`src/rtl/serial_adder.sv`:
```
// Bit-serial ripple adder: one full-adder cell plus carry flop, LSB first.
// Latency: WIDTH cycles from the accept edge to valid_o; one result per WIDTH+1 cycles back to back.
// Backpressure: ready_o is low while a sum is in progress, and start_i is ignored during that time.
module serial_adder #(
  parameter int WIDTH = 8
) (
  input  logic             clk_i,
  input  logic             rst_n_i,
  input  logic             start_i,
  input  logic [WIDTH-1:0] a_i,
  input  logic [WIDTH-1:0] b_i,
  input  logic             c_i,
  output logic             ready_o,
  output logic             valid_o,
  output logic [WIDTH-1:0] sum_o,
  output logic             carry_o,
  output logic             overflow_o
);

  localparam int CW = (WIDTH > 1) ? $clog2(WIDTH) : 1;

  typedef enum logic [1:0] {
    IDLE = 2'd0,
    RUN  = 2'd1,
    DONE = 2'd2
  } state_t;

  state_t           state_q;
  state_t           state_d;
  logic             accept;
  logic [WIDTH-1:0] a_sh;
  logic [WIDTH-1:0] b_sh;
  logic [WIDTH-1:0] s_sh;
  logic             cy_q;
  logic [CW-1:0]    cnt_q;
  logic             last_bit;
  logic             s_bit;
  logic             cy_next;

  // Full-adder cell on the current LSBs and the carry flop
  assign s_bit    = a_sh[0] ^ b_sh[0] ^ cy_q;
  assign cy_next  = (a_sh[0] & b_sh[0]) | (a_sh[0] & cy_q) | (b_sh[0] & cy_q);
  assign last_bit = (cnt_q == CW'(WIDTH - 1));

  // State register; reset overrides any pending start
  always_ff @(posedge clk_i) begin
    if (!rst_n_i) begin
      state_q <= IDLE;
    end else begin
      state_q <= state_d;
    end
  end

  // Next-state and handshake outputs, decoded from state only
  always_comb begin
    state_d = state_q;
    ready_o = 1'b0;
    valid_o = 1'b0;
    accept  = 1'b0;
    case (state_q)
      IDLE: begin
        ready_o = 1'b1;
        if (start_i) begin
          accept  = 1'b1;
          state_d = RUN;
        end
      end
      RUN: begin
        if (last_bit) begin
          state_d = DONE;
        end
      end
      DONE: begin
        ready_o = 1'b1;
        valid_o = 1'b1;
        if (start_i) begin
          accept  = 1'b1;
          state_d = RUN;
        end
      end
      default: begin
        state_d = IDLE;
      end
    endcase
  end

  // Operand load, bit-serial shifting and result capture on the final bit
  always_ff @(posedge clk_i) begin
    if (!rst_n_i) begin
      a_sh       <= '0;
      b_sh       <= '0;
      s_sh       <= '0;
      cy_q       <= 1'b0;
      cnt_q      <= '0;
      sum_o      <= '0;
      carry_o    <= 1'b0;
      overflow_o <= 1'b0;
    end else if (accept) begin
      a_sh  <= a_i;
      b_sh  <= b_i;
      s_sh  <= '0;
      cy_q  <= c_i;
      cnt_q <= '0;
    end else if (state_q == RUN) begin
      a_sh  <= a_sh >> 1;
      b_sh  <= b_sh >> 1;
      s_sh  <= {s_bit, s_sh[WIDTH-1:1]};
      cy_q  <= cy_next;
      cnt_q <= cnt_q + 1'b1;
      if (last_bit) begin
        // cy_q here is the carry into the MSB, cy_next the carry out of it
        sum_o      <= {s_bit, s_sh[WIDTH-1:1]};
        carry_o    <= cy_next;
        overflow_o <= cy_q ^ cy_next;
      end
    end
  end

endmodule
```
`config.mk`:
```
export PLATFORM = sky130hd
export DESIGN_NAME = serial_adder
export DESIGN_NICKNAME = d
export VERILOG_FILES = /design/src/rtl/serial_adder.sv
export SDC_FILE = /design/constraint.sdc
export NUM_CORES = 1
export LEC_CHECK = 0
export BUFFER_PORTS_ARGS = -buffer_cell sky130_fd_sc_hd__buf_2
export CORE_MARGIN = 4
export CORE_UTILIZATION = 57
export DETAILED_ROUTE_END_ITERATION = 10
export PLACE_DENSITY = 0.82
export SYNTH_ARGS = -nofsm -noshare
export SYNTH_HDL_FRONTEND = slang
export SYNTH_SLANG_ARGS = --single-unit
```
`constraint.sdc`:
```
create_clock -name clk_i -period 2 [get_ports clk_i]
set_input_delay 0.4 -clock clk_i [delete_from_list [all_inputs] [get_ports clk_i]]
set_output_delay 0.4 -clock clk_i [all_outputs]
set_load 0.05 [all_outputs]
```
==> results.toml <==
[outcome]
run_status = "finished clean"

[clock_network]
root_buffer = "clkbuf_4"
clk_transition_reported_paths_ns = 0.12
clk_latency_ns = 0.36
tritoncts = "done"
clock-sinks = 39
cts.repair.resized = 0
post-cts-setup-buffer-count = 0
cts_hold_repair.buffers = 0
tritoncts.num_buffers = 5
ctsHtreeMaxLevel = 2
clock_tree_buf_depth = 2

[power_and_ir_drop]
p_per_area_nw_per_um2 = 848
vdd.ir_drop.worst_mv = 0.772
p_seq_share_pct = 54.5
switching_power_of_the_nets_uw = 390
clock_power_share_pct = 34.6
power_switching_share_pct = 25.5
share_of_power_burned_in_combinational_logic_pct = 10.8
intPower_mw = 1.14
power.static_leakage_nw = 0.729

[logic_synthesis]
synth-warning-count = 0
synth_area_per_cell_um2 = 8.66
syn_nets = 209
cell_area_after_synthesis_um2 = 1610
ys_ff_latch = 39
dominantRegCellSynth = "dfxtp_1"
synthDistinctLibCells = 28
synth_async_sr_flop_share_pct = 0
synth_enable_flop_cells = 0
synth.yosys.seq_area_share_pct = 48.4
netlist_instances = 186

[timing]
setup_viol = 0
final_min_period_over_clock_period_pct = 78.8
worst_slew_margin_rel_pct = 68.5
hold_ws_ns = 0.275
achievable-frequency_ghz = 0.635
unrepaired_setup_endpoints_after_global_routing = "no"
tns_ns = 0
final.setup_skew_ns = 0.0154
finalMaxSlewViolations = 0
final.min_clock_period_ns = 1.58
final_hold_viol_count = 0
max_slew.worst_pin.slew_ns = 0.472

[placement]
placement.io_buffers = 31
place.gp.congestion = 0.809
detailed_place_hpwl_um = 2280

[drt]
drtAntennaViolNets = 0
detailedRoute.firstIterationViolations = 47
detail_route.wl_per_cell_um = 13.3
detailroute.via_count = 1376
drt-vias-per-instance = 5.59
first_pass_iters = 6
routed_wl_um = 3280
drcViolationCount = 0

[floorplan]
starting_density_pct = 58.9
floorplan.io_pins = 32
fp.dieArea_um2 = 3740
placementRows = 19
coreArea_um2 = 2730
chipWidth_um = 61.2
die_h_um = 61.2

[setup_path]
critical_path.startpoint_type = "flop"
crit_path_max_fanout = 5
worst-setup-path-type = "flop to output port"
r2r-start = "cnt_q[0]"
cp.arrival_ns = 1.18
critical_path_start = "state_q[1]"
required_ns = 1.60
setup.worst_path.end_class = "output port"

[hold_path]
holdCritPathClass = "input pin to flop"
startpoint_of_the_most_critical_hold_path = "b_i[7]"

[finish]
filler_cell_count = 228
insertedDiodeCount = 0
final_nets = 237
fraction_of_final_layout_cells_sized_beyond_drive_strength_1_pct = 20.5
area_delta_synth_final_pct = 12.1

[grt]
grt_util_overall_pct = 20.4
grt_max_degree = 30
grt_antenna_before_repair = 0
first_pass_grt_wire_length_um = 5510
grt-ovfl-total = 0
via_count_of_the_first_global_routing_pass = 1302

[flow_run]
max_cap_violations = 0
[critical path, cell delays in order (launching register included)]
cell,delay [ns]
dfxtp_1,0.39
nor2b_1,0.16
buf_2,0.27
[flip-flops by register name, indices dropped and copies added, names as in the netlist]
name / cells
carry_o: 1
sum_o: 8
cnt_q: 3
a_sh: 8
b_sh: 8
overflow_o: 1
state_q: 2
s_sh: 7
cy_q: 1
[stage by stage]
| stage | area, um^2 | std cells | power (mW) | util, % | setup WS (ns) |
|---|---|---|---|---|---|
| after floorplan | 1610 | 186 | 0.984 | - | 0.529 |
| after global placement | 1730 | 238 | 1.01 | 63.1 | 0.647 |
| after detailed placement | 1730 | 238 | 1.02 | 63.1 | 0.500 |
| after CTS | 1810 | 246 | 1.53 | 66.1 | 0.410 |
| after global routing | 1810 | 246 | 1.60 | 66.1 | 0.287 |
| final | 1810 | 246 | 1.53 | 66.1 | 0.425 |
[power by group through the flow]
| stage | clock network (mW) | logic, mW | registers (mW) |
|---|---|---|---|
| detailed placement | 0 | 0.165 | 0.853 |
| CTS | 0.533 | 0.166 | 0.835 |
| global route | 0.578 | 0.186 | 0.840 |
| floorplan | 0 | 0.138 | 0.847 |
| global placement | 0 | 0.157 | 0.850 |
| finish | 0.531 | 0.166 | 0.836 |
[final cells by class]
cell class,instances,area [um^2],area share [%]
multi-input cells,132,717,39.7
clock inverters,3,43.8,2.42
flip-flops and latches,39,781,43.2
clock buffers,5,37.5,2.08
repair buffers,35,185,10.2
well taps,31,38.8,2.15
inverters,1,3.75,0.208
[Yosys cell counts (all sizes together) (3+ instances only)]
library cell	number	area, um^2
a31oi	6	37.5
nor2b	3	18.8
nor2	8	30.0
o221ai	7	61.3
dfxtp	39	781
buf	13	106
nor3	7	35.0
a21boi	11	82.6
nand2	55	214
o21ai	7	35.0
a21oi	11	55.1
[routing by layer]
layer	share of wire [%]	up-vias	GRT usage, %	routed length, um
met4	1.5	0	7.43	48
li1	-	688	-	-
met5	0	-	0	0
met1	43	647	21.9	1400
met3	5.6	5	8.60	185
met2	50	36	35.5	1650
[path summary, 6_finish.rpt]
kind	to	slack (ns)	cells past startpoint
worst min-delay path	b_sh[7]	0.27	3
worst max register to register	sum_o[3]	0.46	5
worst max-delay path	valid_o	0.42	2
worst min register to register	sum_o[7]	0.47	2
[cells by family (layout without fill, tap and decap cells)]
logic type      Yosys count  after routing  synth area share (%)
flops                    39             39                  48.4
simple gates             81             81                  21.7
buf+inv                  15             44                  7.06
xor+xnor                  2              2                  1.09
fa+ha+maj                 3              3                  2.79
compound gates           46             46                  18.9
[placed cells by master (no fill, tap or decap), drive strengths merged, types with 3 or more instances in the layout]
master	netlist	layout
nand2	55	55
dfxtp	39	39
buf	13	35
a21boi	11	11
a21oi	11	11
nor2	8	8
o21ai	7	7
o221ai	7	7
nor3	7	7
a31oi	6	6
clkbuf	1	5
nor2b	3	3
(Power assumes the default switching activity.)
